`src/rtl/aftab_seq_compare_ctrl.sv`:
```
// Multi-cycle signed/unsigned magnitude compare over a shared slice.
// MSB slice first; stops at the first differing slice.
module aftab_seq_compare_ctrl #(
  parameter int size       = 32,
  parameter int sliceWidth = 8
) (
  input  logic            clk,
  input  logic            rst,
  input  logic            start,
  input  logic [size-1:0] a,
  input  logic [size-1:0] b,
  input  logic            comparedSignedUnsignedBar,
  output logic            busy,
  output logic            done,
  output logic            lt,
  output logic            eq,
  output logic            gt
);

  localparam int nSlice = size / sliceWidth;
  localparam int idxW   = (nSlice > 1) ? $clog2(nSlice) : 1;
  localparam logic [idxW-1:0] idxTop = idxW'(nSlice - 1);

  typedef enum logic [1:0] {
    IDLE,
    COMPARE,
    DONE
  } stateT;

  stateT state;
  stateT stateNext;

  logic [size-1:0]       aa;
  logic [size-1:0]       bb;
  logic [idxW-1:0]       idx;
  logic [sliceWidth-1:0] sa;
  logic [sliceWidth-1:0] sb;
  logic                  accept;
  logic                  sliceLt;
  logic                  sliceGt;
  logic                  sliceEq;
  logic                  lastSlice;

  // Select the slice currently under examination.
  always_comb begin
    sa = '0;
    sb = '0;
    for (int i = 0; i < nSlice; i++) begin
      if (idx == i[idxW-1:0]) begin
        sa = aa[i*sliceWidth +: sliceWidth];
        sb = bb[i*sliceWidth +: sliceWidth];
      end
    end
  end

  assign sliceLt   = sa < sb;
  assign sliceGt   = sa > sb;
  assign sliceEq   = sa == sb;
  assign lastSlice = idx == '0;
  assign accept    = start && (state == IDLE || state == DONE);

  // Next-state and status decode.
  always_comb begin
    stateNext = state;
    busy      = 1'b0;
    done      = 1'b0;
    unique case (state)
      IDLE: begin
        if (start) stateNext = COMPARE;
      end
      COMPARE: begin
        busy = 1'b1;
        if (!sliceEq || lastSlice) stateNext = DONE;
      end
      DONE: begin
        done      = 1'b1;
        stateNext = start ? COMPARE : IDLE;
      end
      default: stateNext = IDLE;
    endcase
  end

  // State register.
  always_ff @(posedge clk) begin
    if (!rst) state <= IDLE;
    else      state <= stateNext;
  end

  // Operand capture, slice walk and result flags.
  always_ff @(posedge clk) begin
    if (!rst) begin
      aa  <= '0;
      bb  <= '0;
      idx <= '0;
      lt  <= 1'b0;
      eq  <= 1'b0;
      gt  <= 1'b0;
    end else if (accept) begin
      // Flipping the sign bit maps two's-complement order onto unsigned order.
      aa  <= {a[size-1] ^ comparedSignedUnsignedBar, a[size-2:0]};
      bb  <= {b[size-1] ^ comparedSignedUnsignedBar, b[size-2:0]};
      idx <= idxTop;
      lt  <= 1'b0;
      eq  <= 1'b0;
      gt  <= 1'b0;
    end else if (state == COMPARE) begin
      unique case (1'b1)
        sliceLt:                 lt  <= 1'b1;
        sliceGt:                 gt  <= 1'b1;
        sliceEq && lastSlice:    eq  <= 1'b1;
        sliceEq && !lastSlice:   idx <= idx - idxW'(1);
        default: ;
      endcase
    end
  end

endmodule

```
`config.mk`:
```
export PLATFORM = sky130hd
export DESIGN_NAME = aftab_seq_compare_ctrl
export DESIGN_NICKNAME = d
export VERILOG_FILES = /design/src/rtl/aftab_seq_compare_ctrl.sv
export SDC_FILE = /design/constraint.sdc
export NUM_CORES = 1
export LEC_CHECK = 0
export ABC_CLOCK_PERIOD_IN_PS = 4800
export BUFFER_PORTS_ARGS = -buffer_cell sky130_fd_sc_hd__buf_2
export CORE_ASPECT_RATIO = 1.75
export CORE_MARGIN = 2
export CORE_UTILIZATION = 57
export DETAILED_ROUTE_END_ITERATION = 7
export PLACE_DENSITY = 0.89
export SLEW_MARGIN = 20
export SYNTH_ARGS = -nofsm -noshare
export SYNTH_HDL_FRONTEND = slang
export SYNTH_SLANG_ARGS = --single-unit
export TNS_END_PERCENT = 50
```
`constraint.sdc`:
```
create_clock -name clk -period 4.8 [get_ports clk]
set_input_delay 0.96 -clock clk [delete_from_list [all_inputs] [get_ports clk]]
set_output_delay 0.96 -clock clk [all_outputs]
set_load 0.01 [all_outputs]
```
==> impl_results.md, run 1 <==
- Outcome: completed
- Yosys top cell area share: 0.415
- Max VDD drop: between 200 and 250 uV
- Ports: 73
- Power Density: ~330 mW/mm2
- Min Tclk post-route: roughly 3.2 ns
- CTS resizes: 0
- DR vias: between 3k and 4k
- Flop2flop setup slack: 1.63 ns
- FF+latch area: roughly 0.0014 mm2
- Crit path DAT: between 3 and 4 ns
- Worst hold path class: flip-flop to flip-flop
- Worst Path Required: 5.03 ns
- Root buffer cell: clkbuf_8
- Worst slew pin tran: slightly above 1 ns
- CTS tree: yes
- Via density: approximately 5.4
- Die area: approximately 0.0067 mm2
- Die Width: 62.6 um
- Area of the multi-input gates: 0.00186 mm2
- Final Hold Slack: approximately 0.46 ns
- Gpl congestion: approximately 0.85
- Seq pwr share: 0.499
- Slew headroom: 0.322
- Total GRT Usage: 0.253
- Dominant cell type by area after synthesis: dfxtp_1
- Pin count of the biggest net entering global routing: between 70 and 80
- Die height: around 110 um
- CTS H-tree lvls: 3
- Max Fanout on Critical Path: 32
- Most common cell after layout, fill and taps aside: nand2_1
- Layout area overhead: 14.7%
- Synth cell types: 32
- Syn_area_per_cell: around 7.9 um2
- Fmax: between 300 and 400 MHz
- DR DRC count: 0
- Total power: between 1 and 1.5 mW
- Mapped Cells: about 430
- Port bufs: about 70
- Leakage: 1.62 nW
- DR WL/cell: 14.3 um
- Remaining antenna violation count: 0
- CP peak stage delay: around 0.74 ns
- Sequential share of the synthesized area: 0.415
- Final hold vios: 0
- Layout cells sized above 1: 0.187
- FF+latch count, synth: 71
- NetSw: approximately 0.37 mW
- Int Power: roughly 0.94 mW
- Clock Skew: roughly 0.0045 ns
- Synthesized Nets: approximately 510
- Vias in the first global route: approximately 3.0k
- Worst-Skew Late Latency: 0.35 ns
- RSZ-0062 raised after global routing: false
- Post-synthesis instance area: 0.00343 mm2
- Comb power frac: 0.188
- Max-Cap Viols: 0
- # rows: 37
- First-pass GRT wire length: ~13,000 um
- Iteration-0 DRC count of the detailed router: 91
- Post-CTS Hold Fix Bufs: 0
- Synth area leaders: dfxtp_1, nand2_1, a21boi_0
- Critical-path top delay cell: ha_1
- Core Region: ~0.006 mm2
- Postcts setup bufs: 0
- Register clock-pin slew on the reported worst setup and hold paths: ~0.070 ns
- Clock buffer count from CTS: 9
- Startpoint Class: flip-flop
- Switch share: 0.284
- Total Nets Final: 563
- Post-DP HPWL: ~5600 um
- Critical Path End Type: flip-flop
- Commonest cells after routing, fill and taps aside: nand2_1, buf_2, dfxtp_1, a21boi_0, a21oi_1
- Clock Power Share: 0.313
- Crit-path cells: inv_1 -> ha_1 -> nand3b_1 -> a21oi_1 -> a21oi_1 -> o21ai_0 -> ha_1 -> nand4_4 -> nor4_4 -> nand3_1 -> o311a_2
- GRT overflow: 0
- N_diodes: 0
- Antenna violations before repair: 0
- Crit path kind: flip-flop to flip-flop
- Warnings, synthesis: 0
- Endpoints failing setup: 0
- Fin Setup TNS: 0 ns
- Final Max Slew Viols: 0
- Sink Count: 71
- Clock Path Buffers: 2
- Initial cell density of the core: 0.587
- DR pass1 iterations: 4
- Period utilization: 0.660
- Fill cell total of the finished layout: between 500 and 600
- Routed WL: 8040 um
## synthesized netlist by cell type
cell,number
nand2_1,153
dfxtp_1,71
a21boi_0,59
a21oi_1,29
clkbuf_1,20
o21ai_0,18
ha_1,12
buf_2,11
and3b_1,8
mux2i_1,8
nand3b_1,8
inv_1,4
a21boi_1,3
nor2_1,3
nor2b_1,3
xnor2_1,3
nand2b_1,2
nand3_1,2
o211a_1,2
a21boi_2,1
a31oi_1,1
buf_1,1
buf_4,1
nand4_1,1
nand4_4,1
nor3_1,1
nor4_4,1
o211ai_1,1
o21a_1,1
o311a_2,1
o31a_1,1
o31ai_1,1
## metrics by stage
step	instance area, um2	setup WS [ns]	util	instances
finish	3930	1.63	0.674	564
global route	3930	1.35	0.674	564
global placement	3760	1.86	0.645	550
CTS	3930	1.69	0.674	564
floorplan	3430	2.41	-	432
detailed placement	3760	1.69	0.645	550
## registers in the layout, summed over array words and instances (netlist names)
register  cells
aa           32
bb           32
idx           2
state         2
eq            1
gt            1
lt            1
## cell type report
class	instances	area share
clock inverter	1	0.00127
tap	78	0.0248
clock buffer	13	0.0404
timing repair buffer	73	0.0936
inverter	4	0.00382
multi-input combinational	324	0.474
sequential	71	0.362
## critical path, delay by kind of cell, from the launching register on
| kind | cells | cell delay, ns |
|---|---|---|
| AOI/OAI and AO/OA | 4 | 0.62 |
| and+or+nand+nor | 4 | 0.83 |
| DFF | 1 | 0.35 |
| adders and majority gates | 2 | 1.15 |
| buffers and inverters | 1 | 0.10 |
## power groups by stage
| stage | clock network, mW | registers (mW) | logic, mW |
|---|---|---|---|
| final | 0.410 | 0.653 | 0.246 |
| after global routing | 0.440 | 0.656 | 0.277 |
| after CTS | 0.416 | 0.652 | 0.244 |
| after detailed placement | 0 | 0.665 | 0.242 |
| after global placement | 0 | 0.664 | 0.231 |
| after floorplan | 0 | 0.657 | 0.176 |
## per-layer routing
metal	wire length (um)	GRT usage	vias to the layer above	share of wire
li1	-	-	1540	-
met1	3120	0.274	1352	0.39
met2	4070	0.432	103	0.51
met3	429	0.0614	34	0.053
met4	419	0.175	0	0.052
met5	0	0	-	0
## path summary, 6_finish.rpt
path	from	to	cells after the start
max	idx[1]	idx[1]	11
min	aa[8]	aa[8]	2
max reg2reg	idx[1]	idx[1]	11
min reg2reg	aa[8]	aa[8]	2
## kinds of logic (layout without fill, tap and decap cells)
| family | Yosys count | count (layout) | synth area share |
|---|---|---|---|
| buf+inv | 37 | 91 | 0.0457 |
| simple gates | 183 | 183 | 0.237 |
| mux | 8 | 8 | 0.0234 |
| xor+xnor | 3 | 3 | 0.00767 |
| flops | 71 | 71 | 0.415 |
| compound gates | 118 | 118 | 0.228 |
| fa+ha+maj | 12 | 12 | 0.0438 |
Note: power is estimated with default switching activity, not from simulation.
==> run 2: changes to the inputs <==
--- a/config.mk
+++ b/config.mk
@@ -5,13 +5,13 @@
 export SDC_FILE = /design/constraint.sdc
 export NUM_CORES = 1
 export LEC_CHECK = 0
-export ABC_CLOCK_PERIOD_IN_PS = 4800
+export ABC_CLOCK_PERIOD_IN_PS = 2600
 export BUFFER_PORTS_ARGS = -buffer_cell sky130_fd_sc_hd__buf_2
 export CORE_ASPECT_RATIO = 1.75
 export CORE_MARGIN = 2
-export CORE_UTILIZATION = 57
+export CORE_UTILIZATION = 49
 export DETAILED_ROUTE_END_ITERATION = 7
-export PLACE_DENSITY = 0.89
+export PLACE_DENSITY = 0.82
 export SLEW_MARGIN = 20
 export SYNTH_ARGS = -nofsm -noshare
 export SYNTH_HDL_FRONTEND = slang
==> constraint.sdc (replaced) <==
create_clock -name clk -period 2.6 [get_ports clk]
set_input_delay 0.52 -clock clk [delete_from_list [all_inputs] [get_ports clk]]
set_output_delay 0.52 -clock clk [all_outputs]
set_load 0.01 [all_outputs]
==> run 2 against run 1 <==
  * The run now ends with negative setup slack left
  * Worst hold slack got worse by 0.044 ns
  * Register-to-register slack got worse by 1.6 ns
  * Flip-flop and latch count did not move
  * Critical path type unchanged
  * Critical endpoint is now gt
  * Combinational power grew 140%
  * Via count grew 4.3%
  * Die area grew 15%
==> impl_results.md, run 2 (synthesis results as in run 1) <==
- Endpoints failing setup: 1 (+1)
- Leakage: 1.82 nW (+12%)
- N_diodes: 0 (unchanged)
- Switch share: 0.260 (-0.0236)
- Layout cells sized above 1: 0.251 (+0.0642)
- Worst Path Required: 2.83 ns (-2.20 ns)
- Clock Path Buffers: 2 (unchanged)
- Vias in the first global route: 3,024 (+2.1%)
- NetSw: 0.808 mW (+120%)
- Worst R2R End: gt
- Clock buffer count from CTS: 9 (unchanged)
- Worst-Skew Late Latency: 0.34 ns (about the same)
- Setup WS post-layout: -0.000863 ns (-1.63 ns)
- Remaining antenna violation count: 0 (unchanged)
- Clock Power Share: 0.424 (+0.111)
- Layout area overhead: 27.2%
- Die area: 0.00770 mm2 (+15%)
- Max Fanout on Critical Path: 12 (-63%)
- Total power: 3.11 mW (+140%)
- Seq pwr share: 0.389 (-0.110)
- Worst hold path class: input port to flip-flop
- Crit path DAT: 2.83 ns (-0.57 ns)
- Port bufs: 72 (unchanged)
- CTS tree: yes
- Initial cell density of the core: 0.503 (-0.0840)
- CTS H-tree lvls: 3 (unchanged)
- Die height: 115 um (+7.6%)
- Min Tclk post-route: 2.60 ns (-0.568 ns)
- Final hold vios: 0 (unchanged)
- DR WL/cell: 15.1 um (+6.2%)
- Violated checks: negative setup slack
- Worst slew pin tran: 0.656 ns (-0.360 ns)
- Placed Area: 0.00387 mm2 (+2.9%)
- Crit path kind: flip-flop to flip-flop
- Period utilization: 1.00 (+0.340)
- Reg2Reg Depth: 12 (+1)
- Utilization after layout: 0.640 (-0.0335)
- Pin count of the biggest net entering global routing: 48 (-32%)
- Commonest cells after routing, fill and taps aside: nand2_1, buf_2, dfxtp_1, a21boi_0, a21oi_1
- Final Hold Slack: 0.416 ns (-0.0439 ns)
- Critical Path End Type: flip-flop
- Via density: 5.33 (-0.78%)
- Total Nets Final: 584 (+3.7%)
- Flop2flop setup slack: -0.0009 ns (-1.63 ns)
- Max VDD drop: 654 uV (+180%)
- Power Density: 713 mW/mm2 (+110%)
- Sink Count: 71 (unchanged)
- DR pass1 iterations: 5 (+1)
- Final Max Slew Viols: 0 (unchanged)
- First-pass GRT wire length: 13,900 um (+5.8%)
- Biggest regs: aa: 32 flops, bb: 32 flops
- Int Power: 2.30 mW (+150%)
- Slew headroom: 0.563 (+0.240)
- Antenna violations before repair: 0 (unchanged)
- Final instance area: 0.00436 mm2 (+11%)
- Most common cell after layout, fill and taps aside: nand2_1
- DR vias: 3,160 (+4.3%)
- Outcome: finished, violations left
- Startpoint Class: flip-flop
- Core Region: 0.00681 mm2 (+17%)
- Ports: 73 (unchanged)
- Root buffer cell: clkbuf_16
- End of the critical path: gt
- Fmax: 384 MHz (+22%)
- # rows: 40 (+8.1%)
- CP startpoint: idx[0]
- Post-DP HPWL: 6160 um (+9.7%)
- Die Width: 67.2 um (+7.3%)
- Comb power frac: 0.187 (about the same)
- Iteration-0 DRC count of the detailed router: 199 (+120%)
- Post-CTS Hold Fix Bufs: 0 (unchanged)
- Gpl congestion: 0.920 (+8.8%)
- Clock Skew: 0.00511 ns (+0.000567 ns)
- GRT overflow: 0 (unchanged)
- Routed WL: 8970 um (+12%)
- DR DRC count: 0 (unchanged)
- Reg2reg start: idx[0]
- Total GRT Usage: 0.244 (-0.00910)
- Max-Cap Viols: 0 (unchanged)
- Register clock-pin slew on the reported worst setup and hold paths: 0.05 ns (-0.02 ns)
## run 2: changes by cell type in the layout (fill, tap and decap cells not counted), sizes merged
cell    change
buf        +20
clkbuf      +2
bufinv      +1
## run 2: worst max-delay path: stages, from the launching register on
cell,delay [ns]
dfxtp_4,0.36
inv_1,0.13
ha_4,0.19
buf_6,0.16
nand3b_1,0.10
a21oi_2,0.17
a21oi_2,0.07
o21ai_1,0.18
ha_1,0.31
buf_4,0.16
a21oi_1,0.18
o21ai_0,0.21
o31a_1,0.27
## run 2: stage by stage
| step | cells | setup slack, ns | TNS (ns) |
|---|---|---|---|
| floorplan | 432 | 0.212 | 0 |
| global placement | 567 | 0.0438 | 0 |
| detailed placement | 567 | -0.0781 | -0.142 |
| CTS | 586 | 0.00402 | 0 |
| global route | 593 | -0.114 | -0.211 |
| finish | 593 | -0.000863 | -0.000863 |
## run 2: worst min path at each step
stage,from,end,slack [ns],cells past startpoint
3_5_place_dp,aa[5],aa[5],0.46,2
4_1_cts,a[26],aa[26],0.42,3
6_report,a[26],aa[26],0.42,3
2_1_floorplan,aa[26],aa[26],0.44,2
5_1_grt,a[27],aa[27],0.43,3
3_3_place_gp,aa[5],aa[5],0.45,2
## run 2: final cells by class
cell class                      instances  area (um2)
Clock buffer                           14         294
Multi-Input combinational cell        324        1910
Fill cell                             583        2450
Timing Repair Buffer                   94         572
Sequential cell                        71        1430
Tap cell                               84         105
Inverter                                4        15.0
Clock inverter                          2        35.0
## run 2: timing repair
item                                    CTS  global route
endpoints found under the hold margin     0             0
endpoints found under the setup margin    2             7
pin swaps                                 2            12
setup buffers                             3             6
gates resized for setup                   2            24
cloned                                    0             1
## run 2: layer usage
metal / routed length, um / part of all wire / track usage
met2: 4800 / 0.53 / 0.422
met1: 3320 / 0.37 / 0.265
met4: 361 / 0.040 / 0.152
met5: 0 / 0 / 0
met3: 493 / 0.055 / 0.0472
## run 2: power by group through the flow
stage	combinational, mW	clock (mW)	sequential, mW
6_report	0.580	1.32	1.21
5_1_grt	0.630	1.37	1.22
4_1_cts	0.498	1.32	1.21
3_5_place_dp	0.474	0	1.23
3_3_place_gp	0.457	0	1.23
2_1_floorplan	0.325	0	1.21
==> run 3: changes to the inputs <==
--- a/config.mk
+++ b/config.mk
@@ -11,6 +11,7 @@
 export CORE_MARGIN = 2
 export CORE_UTILIZATION = 49
 export DETAILED_ROUTE_END_ITERATION = 7
+export GPL_TIMING_DRIVEN = 0
 export PLACE_DENSITY = 0.82
 export SLEW_MARGIN = 20
 export SYNTH_ARGS = -nofsm -noshare
==> constraint.sdc (replaced) <==
create_clock -name clk -period 2.6 [get_ports clk]
set_input_delay 0 -clock clk [delete_from_list [all_inputs] [get_ports clk]]
set_output_delay 0 -clock clk [all_outputs]
set_load 0.01 [all_outputs]
==> run 3 against run 2 <==
  * Worst hold slack lost 0.39 ns
  * Fmax grew 0.12%
  * First-iteration DRC count grew 20%
  * Cell area grew 14%
  * Power shrank 4.2%
  * Critical path type unchanged
  * Critical endpoint is now idx[1]
  * Critical path depth is the same
  * Clock skew shrank 0.0012 ns
  * Routed wire length grew 15%
  * The flow now finishes without violations
  * Combinational power grew 14%
  * Flip-flop and latch count is the same
  * Clock power shrank 17%
==> impl_results.md, run 3 (synthesis results as in run 1) <==
- Outcome: completed
- Setup WS post-layout: 0.00231 ns (+0.00317 ns)
- Gpl congestion: 0.940 (+2.1%)
- CTS H-tree lvls: 3 (unchanged)
- Crit path kind: flip-flop to flip-flop
- Critical Path End Type: flip-flop
- Top metal layer carrying routed signals: met4
- Top cell by count, worst path: a21oi_1
- # rows: 40 (unchanged)
- Routed WL: 10,300 um (+15%)
- RSZ-0062 raised after global routing: true
- Die Width: 67.2 um (unchanged)
- Worst Path Required: 2.82 ns (about the same)
- Clock Skew: 0.00388 ns (-0.00122 ns)
- Total GRT Usage: 0.285 (+0.0404)
- Metal-1 WL: 3850 um (+16%)
- Sink Count: 71 (unchanged)
- Antenna violations before repair: 0 (unchanged)
- Power Density: 600 mW/mm2 (-16%)
- Max VDD drop: 437 uV (-33%)
- Commonest cells after routing, fill and taps aside: nand2_1, buf_2, dfxtp_1, dlygate4sd3_1, a21boi_0
- Cells after DPL: 587 (+3.5%)
- Worst slew pin tran: 0.475 ns (-0.181 ns)
- Total Nets Final: 664 (+14%)
- Critical-path top delay cell: nor4_4
- Cell Count, Final, Fillers Out: 672 (+13%)
- Clock Path Buffers: 2 (unchanged)
- CP peak stage delay: 0.41 ns (+0.05 ns)
- DR pass1 iterations: 5 (unchanged)
- Biggest regs: aa: 32 flops, bb: 32 flops
- Startpoint Class: flip-flop
- DR WL met2: 5480 um (+14%)
- Vias in the first global route: 3,613 (+19%)
- Int Power: 2.17 mW (-5.6%)
- Seq pwr share: 0.406 (+0.017)
- Utilization after layout: 0.728 (+0.0882)
- Crit path DAT: 2.82 ns (about the same)
- Switch share: 0.271 (+0.0107)
- Min Tclk post-route: 2.60 ns (-0.00317 ns)
- Worst hold path class: input port to flip-flop
- DR WL/cell: 15.3 um (+1.2%)
- Post-DP HPWL: 6580 um (+6.8%)
- Max Fanout on Critical Path: 10 (-2)
- Final Hold Slack: 0.0289 ns (-0.387 ns)
- CP top delay family: simple AND/OR/NAND/NOR gates
- Root buffer cell: clkbuf_16
- Most common cell after layout, fill and taps aside: nand2_1
- GRT overflow: 0 (unchanged)
- Layout area overhead: 44.7%
- Leakage: 2.07 nW (+14%)
- Clock buffer count from CTS: 9 (unchanged)
- CTS tree: yes
- Endpoints failing setup: 0 (-1)
- Worst-Skew Late Latency: 0.33 ns (about the same)
- Initial cell density of the core: 0.503 (unchanged)
- Layout cells sized above 1: 0.223 (-0.0283)
- Pin count of the biggest net entering global routing: 11 (-77%)
- NetSw: 0.806 mW (-0.28%)
- Remaining antenna violation count: 0 (unchanged)
- Via density: 5.29 (-0.64%)
- Port bufs: 71 (-1.4%)
- Slew headroom: 0.683 (+0.121)
- Fin Setup TNS: 0 ns (+0.000863 ns)
- DR vias: 3,558 (+13%)
- Fmax: 385 MHz (+0.12%)
- Ports: 73 (unchanged)
- Max-Cap Viols: 0 (unchanged)
- Die area: 0.00770 mm2 (unchanged)
- Period utilization: 0.999 (-0.00122)
- First-pass GRT wire length: 16,400 um (+18%)
- Core Region: 0.00681 mm2 (unchanged)
- Crit-path cells: inv_4 -> ha_4 -> buf_4 -> nand3b_1 -> a21oi_1 -> a21oi_1 -> o21ai_2 -> ha_1 -> nand4_1 -> nor4_4 -> nand3_1 -> o311a_4
- Register clock-pin slew on the reported worst setup and hold paths: 0.05 ns (about the same)
- Iteration-0 DRC count of the detailed router: 238 (+20%)
- Comb power frac: 0.223 (+0.036)
- Die height: 115 um (unchanged)
- Final Max Slew Viols: 0 (unchanged)
- DR DRC count: 0 (unchanged)
- Met3 routed WL: 382 um (-23%)
- Buf+Inv Stages, Crit Path: 2 (-1)
- Place WS: -0.301 ns (-0.223 ns)
- Final hold vios: 0 (unchanged)
- Clock Power Share: 0.371 (-0.053)
run 3: cell types whose count changed in the layout (fill, tap and decap cells not counted), sizes merged:
cell and change:
buf +3, diode +1, bufinv -1, clkbuf +14, dlygate4sd3 +62
run 3: path summary, 6_finish.rpt:
kind | startpoint | endpoint | slack (ns) | cells after the start
worst min register to register | aa[8] | aa[8] | 0.46 | 2
worst max-delay path | idx[1] | idx[1] | 0.002 | 12
worst max register to register | idx[1] | idx[1] | 0.002 | 12
worst min-delay path | b[31] | bb[31] | 0.03 | 4
run 3: per-layer routing:
layer  vias up  global-route usage
met1      1654               0.301
met3        45              0.0639
met4         0               0.169
met2       108               0.498
met5         -                   0
li1       1751                   -
run 3: power by group through the flow:
stage	Clock (mW)	Sequential (mW)	Combinational (mW)
global placement	0	1.22	0.458
floorplan	0	1.21	0.325
CTS	1.10	1.20	0.595
detailed placement	0	1.23	0.475
global route	1.15	1.21	0.723
finish	1.10	1.21	0.663
run 3: cell type report:
cell class	instances	area (um2)
multi-input cells	324	1920
fillers	475	1850
flip-flops and latches	71	1430
repair buffers	142	1050
clock buffers	13	260
plain buffers	32	170
well taps	84	105
inverters	4	17.5
clock inverters	1	5.00
diodes	1	2.50
run 3: worst reg2reg max path, delay by kind of cell, from the launching register on:
| family | cells | cell delay (ns) |
|---|---|---|
| simple gates | 4 | 0.92 |
| compound gates | 4 | 0.59 |
| flops | 1 | 0.37 |
| fa+ha+maj | 2 | 0.36 |
| buf+inv | 2 | 0.22 |
run 3: timing repair:
action	CTS	global route
setup endpoints to repair	6	7
hold buffers	62	0
pin swaps	6	12
resized for setup	19	41
buffers inserted	6	3
hold endpoints to repair	62	0
run 3: metrics by stage:
| step | instance area (um2) | total power, mW |
|---|---|---|
| 2_1_floorplan | 3430 | 1.54 |
| 3_3_place_gp | 3890 | 1.68 |
| 3_5_place_dp | 3890 | 1.70 |
| 4_1_cts | 4850 | 2.90 |
| 5_1_grt | 4950 | 3.09 |
| 6_report | 4960 | 2.98 |
